File: src/rtl/pipe_hazard_ctrl_pkg.sv
// Shared definitions for the RV32I pipeline control slice: memory-access FSM
// states, the x0 register index and the default access timeout.
package rv_pipe_pkg;

   typedef enum logic [1:0] {
      IDLE = 2'd0,
      REQ  = 2'd1,
      RESP = 2'd2,
      DONE = 2'd3
   } mem_state_t;

   localparam logic [4:0]  X0_IDX      = 5'd0;
   localparam int unsigned DEF_TIMEOUT = 16;

endpackage

File: src/rtl/mem_access_fsm.sv
// Sequences one MEM-stage data access over req/gnt/rvalid, with a timeout
// that abandons the access and pulses mem_err.
module mem_access_fsm
   import rv_pipe_pkg::*;
#(
   parameter int unsigned TIMEOUT = DEF_TIMEOUT,
   parameter int unsigned CNT_W   = $clog2(TIMEOUT + 1)
) (
   input  logic clk,
   input  logic rst,
   input  logic me_mem_read,
   input  logic me_mem_write,
   input  logic dmem_gnt,
   input  logic dmem_rvalid,
   output logic dmem_req,
   output logic mem_stall,
   output logic mem_err
);

   mem_state_t       state;
   logic [CNT_W-1:0] cnt;
   logic             is_load;
   logic             err_q;
   logic             at_limit;

   assign at_limit = (cnt == CNT_W'(TIMEOUT - 1));

   always_ff @(posedge clk) begin
      if (rst) begin
         state   <= IDLE;
         cnt     <= '0;
         is_load <= 1'b0;
         err_q   <= 1'b0;
      end else begin
         err_q <= 1'b0;
         case (state)
            IDLE: begin
               if (me_mem_read || me_mem_write) begin
                  state   <= REQ;
                  cnt     <= '0;
                  is_load <= me_mem_read;
               end
            end
            REQ: begin
               cnt <= cnt + 1'b1;
               // A same-cycle rvalid is ignored: data may only follow the grant.
               if (dmem_gnt) begin
                  state <= is_load ? RESP : DONE;
               end else if (at_limit) begin
                  state <= DONE;
                  err_q <= 1'b1;
               end
            end
            RESP: begin
               cnt <= cnt + 1'b1;
               if (dmem_rvalid) begin
                  state <= DONE;
               end else if (at_limit) begin
                  state <= DONE;
                  err_q <= 1'b1;
               end
            end
            DONE:    state <= IDLE;
            default: state <= IDLE;
         endcase
      end
   end

   assign dmem_req  = !rst && (state == REQ);
   assign mem_err   = !rst && err_q;
   assign mem_stall = !rst && (((state == IDLE) && (me_mem_read || me_mem_write)) ||
                               (state == REQ) || (state == RESP));

endmodule

File: src/rtl/pipe_hazard_ctrl.sv
// Pipeline stall/flush controller: memory stalls freeze everything up to
// EX/MEM; otherwise a taken branch flushes, else a load-use inserts a bubble.
module pipe_hazard_ctrl
   import rv_pipe_pkg::*;
#(
   parameter int unsigned TIMEOUT = DEF_TIMEOUT,
   parameter int unsigned CNT_W   = $clog2(TIMEOUT + 1)
) (
   input  logic       clk,
   input  logic       rst,
   input  logic [4:0] id_rs1,
   input  logic [4:0] id_rs2,
   input  logic [4:0] ex_rd,
   input  logic       ex_mem_read,
   input  logic       ex_branch_taken,
   input  logic       me_mem_read,
   input  logic       me_mem_write,
   input  logic       dmem_gnt,
   input  logic       dmem_rvalid,
   output logic       dmem_req,
   output logic       pc_hold,
   output logic       if_id_hold,
   output logic       id_ex_hold,
   output logic       ex_me_hold,
   output logic       if_id_flush,
   output logic       id_ex_flush,
   output logic       mem_err
);

   logic mem_stall;
   logic load_use;
   logic branch;

   mem_access_fsm #(
      .TIMEOUT (TIMEOUT),
      .CNT_W   (CNT_W)
   ) u_mem_fsm (
      .clk          (clk),
      .rst          (rst),
      .me_mem_read  (me_mem_read),
      .me_mem_write (me_mem_write),
      .dmem_gnt     (dmem_gnt),
      .dmem_rvalid  (dmem_rvalid),
      .dmem_req     (dmem_req),
      .mem_stall    (mem_stall),
      .mem_err      (mem_err)
   );

   // EX and ID are frozen under a memory stall, so both hazards are simply
   // re-evaluated once the stall releases.
   assign branch   = !rst && !mem_stall && ex_branch_taken;
   assign load_use = !rst && !mem_stall && ex_mem_read && (ex_rd != X0_IDX) &&
                     ((ex_rd == id_rs1) || (ex_rd == id_rs2));

   assign pc_hold     = mem_stall || (load_use && !branch);
   assign if_id_hold  = mem_stall || (load_use && !branch);
   assign id_ex_hold  = mem_stall;
   assign ex_me_hold  = mem_stall;
   assign if_id_flush = branch;
   assign id_ex_flush = branch || load_use;

endmodule

File: config.mk
export PLATFORM = sky130hd
export DESIGN_NAME = pipe_hazard_ctrl
export DESIGN_NICKNAME = d
export VERILOG_FILES = /design/src/rtl/pipe_hazard_ctrl_pkg.sv /design/src/rtl/mem_access_fsm.sv /design/src/rtl/pipe_hazard_ctrl.sv
export SDC_FILE = /design/constraint.sdc
export NUM_CORES = 1
export LEC_CHECK = 0
export CORE_MARGIN = 10
export CORE_UTILIZATION = 40
export CTS_BUF_LIST = sky130_fd_sc_hd__clkbuf_4
export DETAILED_ROUTE_END_ITERATION = 8
export HOLD_SLACK_MARGIN = 0.12
export PLACE_DENSITY = 0.83
export SLEW_MARGIN = 0
export SYNTH_ARGS = -nofsm -noshare
export SYNTH_HDL_FRONTEND = slang
export SYNTH_HIERARCHICAL = 1
export SYNTH_SLANG_ARGS = --single-unit
File: constraint.sdc
create_clock -name clk -period 3 [get_ports clk]
set_input_delay 0.45 -clock clk [delete_from_list [all_inputs] [get_ports clk]]
set_output_delay 0.45 -clock clk [all_outputs]
set_load 0.01 [all_outputs]
==> results of run 1 <==
## cell usage in the layout, fill, tap and decap left out, drive strengths merged, types with 2 or more instances in the layout
cell           instances
nor3                   3
nand3b                 3
nor2                   6
clkdlybuf4s50         30
nand3                  3
a22oi                  3
a21oi                  6
o41ai                  2
ha                     6
nand2                  5
inv                    7
a31oi                  2
dfxtp                  9
o21ai                  7
clkbuf                 4
nor2b                  2
xor2                  10
## per-stage QoR
step           area [um2]  util [%]  setup WS (ns)
6_report             1080     62.54         0.1480
5_1_grt              1080     62.54        0.03423
3_5_place_dp         1042     60.36        0.05167
4_1_cts              1072     62.10        0.03321
2_1_floorplan       725.7         -         0.8759
3_3_place_gp         1042     60.36         0.1648
## layout make-up
| class | instances | share of cell area [%] |
|---|---|---|
| Timing Repair Buffer | 31 | 28.51 |
| Sequential cell | 9 | 16.69 |
| Tap cell | 25 | 2.897 |
| Clock buffer | 4 | 2.781 |
| Multi-Input combinational cell | 69 | 46.70 |
| Inverter | 7 | 2.433 |
## routing by layer
metal | routed length [um] | up-vias
met4 | 0 | 0
met5 | 0 | -
li1 | - | 382
met2 | 942 | 25
met1 | 970 | 350
met3 | 126 | 0
## power by group through the flow
stage	Combinational, mW	Sequential [mW]	Clock [mW]
floorplan	0.0765	0.133	0
global placement	0.138	0.134	0
detailed placement	0.142	0.135	0
CTS	0.143	0.132	0.107
global route	0.157	0.133	0.117
finish	0.143	0.132	0.103
## Yosys cell counts
master | n | share of area, %
nor3_2 | 2 | 2.8
xor2_1 | 10 | 12
o21bai_1 | 1 | 1.0
nor3_1 | 1 | 0.69
or4_1 | 1 | 1.0
nand2_1 | 5 | 2.6
nand3_1 | 3 | 2.1
o311ai_0 | 1 | 1.2
nor2b_1 | 2 | 1.7
o21ai_1 | 1 | 0.69
o21ai_0 | 6 | 4.1
nor3b_4 | 1 | 2.6
o31a_1 | 1 | 1.2
or4b_1 | 1 | 1.4
a22oi_1 | 3 | 3.1
nand4b_1 | 1 | 1.2
dfxtp_1 | 9 | 25
nand3b_1 | 3 | 3.1
nor2_1 | 6 | 3.1
a21oi_1 | 6 | 4.1
a31oi_1 | 2 | 1.7
clkbuf_1 | 2 | 1.0
inv_1 | 7 | 3.6
ha_1 | 6 | 10
o41ai_1 | 2 | 2.4
or3b_2 | 1 | 1.2
and3_1 | 1 | 0.86
a221oi_1 | 1 | 1.2
buf_4 | 2 | 2.1
or3_1 | 1 | 0.86
## flip-flops by register name, summed over array words and instances (netlist names)
signal             cells
u_mem_fsm/state        2
u_mem_fsm/cnt          5
u_mem_fsm/is_load      1
u_mem_fsm/err_q        1
## final timing paths
check | end | cells past startpoint
worst min register to register | u_mem_fsm/cnt[4] | 2
worst min-delay path | u_mem_fsm/cnt[4] | 2
worst max register to register | u_mem_fsm/cnt[3] | 5
worst max-delay path | id_ex_flush | 6
## cells by family after synthesis
family | synth area share [%]
AND/OR/NAND/NOR | 25.17
XOR/XNOR | 12.07
flip-flops | 24.83
AO/OA/AOI/OAI | 20.86
buffers and inverters | 6.725
adder cells (fa/ha/maj) | 10.34
## critical path, delay by kind of cell
| kind | cells | cell delay, ns |
|---|---|---|
| compound gates | 2 | 0.49 |
| xor+xnor | 1 | 0.21 |
| buf+inv | 2 | 1.09 |
| simple gates | 1 | 0.16 |
==> impl_results.md, run 1 <==
* Status: finished, final reports clean
* CP Launch Point: ex_rd[0]
* Comb power frac at a little under two fifths
* Sequential cell area at 180.2 um2
* Worst hold slack at around 0.48 ns
* Net Sw Frac at a little under a third
* PortBufs at 30
* ANT nets after route at 0
* Most used routing layer: met2
* DR WL/cell at 14.07 um
* Grt met2 use at 16.67%
* Area Growth Syn to Fin at 48.79%
* Vias in the first global route at 707
* Critical Path, Cell by Cell: clkdlybuf4s50_1, xor2_1, nor3_2, a22oi_1, o41ai_1, clkdlybuf4s50_1
* DRC Markers at 0
* Worst skew pair latency at about 0.26 ns
* Met3 Usage GRT at 4.839%
* # rows at 15
* Clk pin slew, worst setup/hold paths at 0.06 ns
* Hold path startpoint: u_mem_fsm/cnt[4]
* Max-cap viol count at 0
* Clock share of power at 27.1%
* Via density at about 5.2
* Drt initial violations at 17
* Largest net degree at the start of global routing at 10
* Clk buf depth at 2
* Critical Path Start Type: input pin
* Die X at 62.60 um
* Seq cells post-synth at 9
* TNS Setup at 0 ns
* # nets final at 150
* H-Tree Depth at 1
* Slew Viols, Final at 0
* Global route overflow at 0
* Fin crit share at between 90% and 100%
* Average cell area after synthesis at approximately 8.2 um2
* # fillers at 173
* Cells after Synth at slightly below 90
* Drt total wl at about 2 mm
* Initial Utilization at 42.03%
* Flop2flop setup slack at 1.28 ns
* Worst-case vdd ir drop at 0.0004112 V
* Post-layout min period at about 2.9 ns
* Internal cell power at 263.5 uW
* Hold_buf cts at 0
* First-pass GRT wire length at 3.318 mm
* Sequential-to-total area share from yosys stat at 24.83%
* Dpl hpwl at around 1.7 mm
* I/O pins at 31
* GRT Util Overall at 10.21%
* Met1 Use GR at a little under an eighth
* Worst slew margin at 74.96%
* Reg-to-reg critical path startpoint: u_mem_fsm/state[0]
* Clock skew at between 0.0002 and 0.0003 ns
* Root Driver: clkbuf_4
* CTS buffer count at 3
* PostCTS Resize Cnt at 0
* Post-CTS Setup Bufs at 0
* Share of layout cells above drive strength 1 at 8.333%
* Warnings from Yosys at 6
* Synth cell types at 30
* Peak fanout along the critical path at 3
* Hold Path Class: flop to flop
* Worst slew pin tran at 0.3744 ns
* Antenna violations before repair at 0
* Psw at ~110 uW
* Biggest cell delay along the critical path at 0.61 ns
* Area of the multi-input gates at 504.2 um2
* Cell area power density at 350.1 mW/mm2
* Setup CP Type: input pin to primary output
* Die area at approximately 0.0039 mm2
* Flop pwr share at 34.9%
* Die Height at between 60 and 70 um
* Mapped cell area at 725.7 um2
* Vias at 757
* CTS tree: built
* Final hold violation count at 0
* Clock sinks at 9
* Routability cong. at ~0.75
* Worst EP required at 2.55 ns
* Finished Layout Cells at 145
* Fmax at 350.6 MHz
* Crit path max-delay cell type: clkdlybuf4s50_1
* Total power at 378.1 uW
* DR pass1 iterations at 4
* Crit path DAT at ~2.4 ns
* Cell mode on critical path: clkdlybuf4s50_1
* Leak Pwr at 0.4174 nW
* Critical path endpoint category: primary output
* Syn nets at 118
* Final setup fails at 0
* # diodes at 0
* RSZ-0062 raised after global routing: false
* Core ar. at approximately 0.0017 mm2
* Post-Place Cells at between 100 and 150
Note: power is estimated with default switching activity, not from simulation.
==> run 2: changes to the inputs <==
- ABC_AREA: default -> 1
- CORE_ASPECT_RATIO: default -> 1.4
- PLACE_DENSITY: 0.83 -> 0.81
- clock period: 3 -> 2.79 ns (I/O delays scaled with it)
==> run 2 against run 1 <==
Worst hold slack worse by 0.014 ns. Clock power is 14% higher. Combinational power is 17% higher. Highest routed layer is now met4. Clock-buffer cell count stayed put.
==> impl_results.md, run 2 <==
* H-Tree Depth at 1
* Clock sinks at 9
* Post-CTS Setup Bufs at 0
* Area share of the largest cell type after synthesis at 22.12%
* Commonest cells post-synth: nand2_1, inv_1, nor2_1
* Hold Path Class: flop to flop
* Critical path endpoint category: primary output
* DRC Markers at 0
* Seq cells post-synth at 9
* # diodes at 0
* Worst slew margin at 85.03%
* Share of layout cells above drive strength 1 at 10.23%
* Initial Utilization at roughly two fifths
* Flop2flop setup slack at 1.39 ns
* Peak fanout along the critical path at 3
* Global route overflow at 0
* Sequential-to-total area share from yosys stat at 22.12%
* Vias at 957
* # nets final at 206
* # fillers at 188
* Largest net degree at the start of global routing at 8
* Top area cells in the synthesized netlist: dfxtp_1, nand2_1, inv_1
* DR pass1 iterations at 5
* Die X at 58.14 um
* Dominant cell type by area after synthesis: dfxtp_1
* Die area at between 0.004 and 0.005 mm2
* Drt initial violations at 34
* Top routing layer used: met4
* Max-cap viol count at 0
* Clk buf depth at 2
* Warnings from Yosys at 6
* Total power at 427.8 uW
* Antenna violations before repair at 0
* FF-to-FF End: u_mem_fsm/state[1]
* # rows at 19
* Post-synth EDFFs at 0
* Reg-to-reg critical path startpoint: u_mem_fsm/cnt[0]
* Metal-1 WL at 1.041 mm
* Syn nets at 172
* Commonest non-fill, non-tap cells in the layout: nand2_1, inv_1, clkdlybuf4s50_1
* PortBufs at 30
* Cell area power density at 363.4 mW/mm2
* Leak Pwr at 0.6237 nW
* Clk pin slew, worst setup/hold paths at 0.06 ns
* Final setup fails at 0
* Fin util at a little over 60%
* Max reg flops at 5
* Most frequent cell after synthesis: nand2_1
* Worst EP required at 2.37 ns
* Synth cell types at 19
* Post-synthesis async set-or-reset flop share at 0%
* Area Growth Syn to Fin at 44.55%
* Setup WS post-layout at 0.3262 ns
* Fmax at 405.9 MHz
* Crit path DAT at between 2 and 2.5 ns
* GRT Util Overall at 10.93%
* Top reg by flops: u_mem_fsm/cnt
* TNS Setup at 0 ns
* Dpl hpwl at 1.930 mm
* RSZ-0062 raised after global routing: false
* Drt total wl at 2.421 mm
* Setup CP Type: input pin to primary output
* Critical Path Start Type: input pin
* Root Driver: clkbuf_4
* CP Launch Point: me_mem_read
* Biggest regs: u_mem_fsm/cnt x5, u_mem_fsm/state x2
* Core ar. at 0.001949 mm2
* Worst skew pair latency at between 0.2 and 0.3 ns
* Mapped cell area at between 800 and 900 um2
* Worst slew pin tran at around 0.22 ns
* Worst-case vdd ir drop at between 0.0002 and 0.0003 V
* Cells after Synth at 143
* DR WL/cell at around 12 um
* Commonest non-fill, non-tap cell in the layout: nand2_1
* PostCTS Resize Cnt at 0
* Vias in the first global route at between 800 and 900
* Average cell area after synthesis at 5.696 um2
* Routability cong. at approximately 0.94
* I/O pins at 31
* Hold_buf cts at 0
* Fin crit share at about nine tenths
* Status: finished, final reports clean
* Ys flop type: dfxtp_1
* CTS buffer count at 3
* Final hold violation count at 0
* CP endpoint: if_id_flush
* Clock skew at 0.004921 ns
* Slew Viols, Final at 0
* Pre-CTS WS at 0.1698 ns
* ANT nets after route at 0
* Worst r2r path cells at 10
* WL met3 at 209 um
* Post-layout min period at 2.464 ns
* Die Height at 73.40 um
* CTS tree: built
* First-pass GRT wire length at 3.781 mm
* Via density at 4.858
* Routed wl met2 at between 1 and 1.5 mm
-- run 2: cell count changes in the layout (fill, tap and decap cells not counted), sizes merged, moves of 3 or more --
cell / before / now
nor2: 6 / 19
clkdlybuf4s50: 30 / 27
xor2: 10 / 0
inv: 7 / 34
nand3: 3 / 11
nor3: 3 / 0
nand2: 5 / 40
dlymetal6s2s: 0 / 3
a22oi: 3 / 0
-- run 2: final cells by class --
type                       instances  area [um2]  share of cell area [%]
sequential                         9       181.4                   15.41
timing repair buffer              32       322.8                   27.42
inverter                          34       127.6                   10.84
clock buffer                       4       30.03                   2.550
multi-input combinational         97       489.2                   41.55
tap                               21       26.28                   2.232
-- run 2: kinds of logic after synthesis --
logic type      count (synthesis)  share of synthesized area, %
fa+ha+maj                       6                         9.216
xor+xnor                        2                         2.151
flops                           9                         22.12
simple gates                   74                         38.10
buf+inv                        37                         18.12
compound gates                 15                         10.29
-- run 2: power by group --
part	internal, mW	switching [mW]
Sequential	0.137	0.00631
Clock	0.0652	0.0521
Combinational	0.0821	0.0854
-- run 2: worst min-delay path by stage --
stage	to	start	cells after the start
after global placement	u_mem_fsm/cnt[4]	u_mem_fsm/cnt[4]	2
after CTS	u_mem_fsm/cnt[4]	u_mem_fsm/cnt[4]	2
final	u_mem_fsm/cnt[4]	u_mem_fsm/cnt[4]	2
after detailed placement	u_mem_fsm/cnt[4]	u_mem_fsm/cnt[4]	2
after floorplan	u_mem_fsm/cnt[4]	u_mem_fsm/cnt[4]	2
after global routing	u_mem_fsm/cnt[4]	u_mem_fsm/cnt[4]	2
-- run 2: stage by stage --
stage	cells	instance area, um2	hold WS, ns
floorplan	143	814.5	0.4396
global placement	193	1136	0.4506
detailed placement	193	1136	0.4595
CTS	197	1166	0.4699
global route	197	1177	0.4890
finish	197	1177	0.4682
-- run 2: layer usage --
metal	global-route usage, %	up-vias
li1	-	498
met1	11.33	409
met2	19.62	44
met3	2.759	6
met4	5.497	0
met5	0	-
-- run 2: critical path: stages --
cell	delay, ns
clkdlybuf4s50_1	0.46
o21ai_1	0.20
a31oi_1	0.12
nor2_1	0.14
inv_1	0.06
nor2_1	0.09
clkdlybuf4s50_1	0.55
==> run 3: changes to the inputs <==
- CAP_MARGIN: default -> 40
- CORE_ASPECT_RATIO: 1.4 -> default
- CORE_UTILIZATION: 40 -> 45
- PLACE_DENSITY: 0.81 -> 0.89
==> run 3 against run 2 <==
Die area down 8.3%. Sequential share of layout area down 0.14 points. Critical path depth up 1. Largest cell class unchanged. Clock-buffer cell count unchanged. Worst hold slack better by 0.019 ns. Wire length up 1.2%. First-iteration DRC count up 41%. Sequential power about the same. Fmax down 1.2%.
==> impl_results.md, run 3 (synthesis gave the netlist of run 2 again) <==
* Status: finished, final reports clean
* Cell mode on critical path: inv_1
* Critical path endpoint category: primary output
* Max reg flops at 5
* Clk buf depth at 2
* Total power at approximately 430 uW
* # rows at 15
* Peak fanout along the critical path at 4
* Dpl hpwl at 1.943 mm
* First-pass GRT wire length at 3.953 mm
* DR WL/cell at approximately 12 um
* Initial Utilization at 47.17%
* Top reg by flops: u_mem_fsm/cnt
* Root Driver: clkbuf_4
* Finished Layout Cells at 200
* Via density at 4.915
* GRT Util Overall at between 10 and 15%
* Clock skew at 0.01487 ns
* Hold Path Class: flop to flop
* Worst slew pin tran at 0.2278 ns
* Cell area power density at 366.6 mW/mm2
* Setup WS post-layout at 0.2952 ns
* Worst EP required at around 2.4 ns
* CTS buffer count at 3
* Global route overflow at 0
* H-Tree Depth at 1
* Sequential cell area at around 180 um2
* Drt initial violations at 48
* Crit path max-delay cell type: clkdlybuf4s50_1
* Post-layout min period at 2.495 ns
* Hold_buf cts at 0
* Fmax at 400.8 MHz
* Clock sinks at 9
* DRC Markers at 0
* # fillers at 155
* Largest net degree at the start of global routing at 9
* Die X at 62.55 um
* Worst skew pair latency at 0.29 ns
* Critical Path Start Type: flop
* Critical Path, Cell by Cell: inv_1, ha_1, inv_1, a31oi_2, nor2_1, inv_1, nor2_1, clkdlybuf4s50_1
* Worst-case vdd ir drop at 0.0003632 V
* Leak Pwr at 0.6078 nW
* Max-cap viol count at 0
* Fin crit share at 89.42%
* Vias at roughly 980
* Clk pin slew, worst setup/hold paths at 0.07 ns
* Commonest non-fill, non-tap cells in the layout: nand2_1, inv_1, clkdlybuf4s50_1
* Commonest non-fill, non-tap cell in the layout: nand2_1
* # diodes at 0
* Antenna violations before repair at 0
* I/O pins at 31
* Vias in the first global route at 912
* CTS tree: built
* DR pass1 iterations at 4
* # nets final at between 200 and 250
* Die Height at 62.55 um
* Crit path DAT at between 2 and 2.5 ns
* Worst r2r path cells at 6
* Area Growth Syn to Fin at 44.85%
* Worst hold path depth at 2
* Post-Place Cells at 196
* TNS Setup at 0 ns
* ANT nets after route at 0
* Slew Viols, Final at 0
* Post-CTS Setup Bufs at 0
* Biggest regs: u_mem_fsm/cnt x5, u_mem_fsm/state x2
* RSZ-0062 raised after global routing: false
* PortBufs at 30
* Routability cong. at 0.8429
* Drt total wl at 2.449 mm
* Area of the multi-input gates at 499.2 um2
* Share of layout cells above drive strength 1 at about 10%
* Biggest cell delay along the critical path at approximately 0.54 ns
* Worst hold slack at 0.4876 ns
* Core ar. at 0.001727 mm2
* Setup CP Type: flop to primary output
* Die area at 0.003912 mm2
* Pre-CTS WS at 0.1094 ns
* Worst slew margin at between 80% and 90%
* Final setup fails at 0
* Final hold violation count at 0
## run 3: changes by cell type in the layout (fill, tap and decap cells not counted)
cell	previous run	this run
dfxtp_1	8	9
dfxtp_2	1	0
o21ai_2	0	1
dlygate4sd2_1	0	1
o21ai_1	2	1
a31oi_1	2	1
dlymetal6s2s_1	3	2
a31oi_2	0	1
buf_4	2	1
## run 3: path summary, 6_finish.rpt
| check | start | end | slack [ns] |
|---|---|---|---|
| worst max-delay path | u_mem_fsm/state[0] | if_id_flush | 0.30 |
| worst min-delay path | u_mem_fsm/cnt[1] | u_mem_fsm/cnt[1] | 0.49 |
| worst max register to register | u_mem_fsm/state[1] | u_mem_fsm/cnt[2] | 1.36 |
| worst min register to register | u_mem_fsm/cnt[1] | u_mem_fsm/cnt[1] | 0.49 |
## run 3: power breakdown
part	internal (mW)	leakage [nW]	switching [mW]	total, mW
clock network	0.0653	0.0184	0.0568	0.122
logic	0.0806	0.516	0.0873	0.168
registers	0.136	0.0734	0.00600	0.142
## run 3: final cells by class
class,instances,area share (%)
flip-flops and latches,9,15.27
inverters,34,10.82
well taps,25,2.651
multi-input cells,97,42.31
repair buffers,31,26.41
clock buffers,4,2.545
## run 3: worst max-delay path: cells and delay by family, from the launching register on
kind,cells,cell delay [ns]
adders and majority gates,1,0.25
and+or+nand+nor,2,0.22
buffers and inverters,4,0.82
DFF,1,0.36
AOI/OAI and AO/OA,1,0.13
## run 3: repair_timing
item	4_1_cts	5_1_grt
hold endpoints to repair	0	0
setup endpoints to repair	1	2
pin swaps	0	0
resized for setup	1	5
## run 3: layer usage
layer / GRT usage (%) / share of wire [%] / vias to the layer above
li1: - / - / 496
met1: 12.56 / 42 / 441
met2: 22.05 / 50 / 38
met3: 3.226 / 5.1 / 8
met4: 6.704 / 2.9 / 0
met5: 0 / 0 / -
## run 3: through the flow
step                      util [%]  cell area (um2)
after floorplan                  -            814.5
after global placement       65.65             1134
after detailed placement     65.65             1134
after CTS                    67.32             1162
after global routing         68.33             1180
final                        68.33             1180
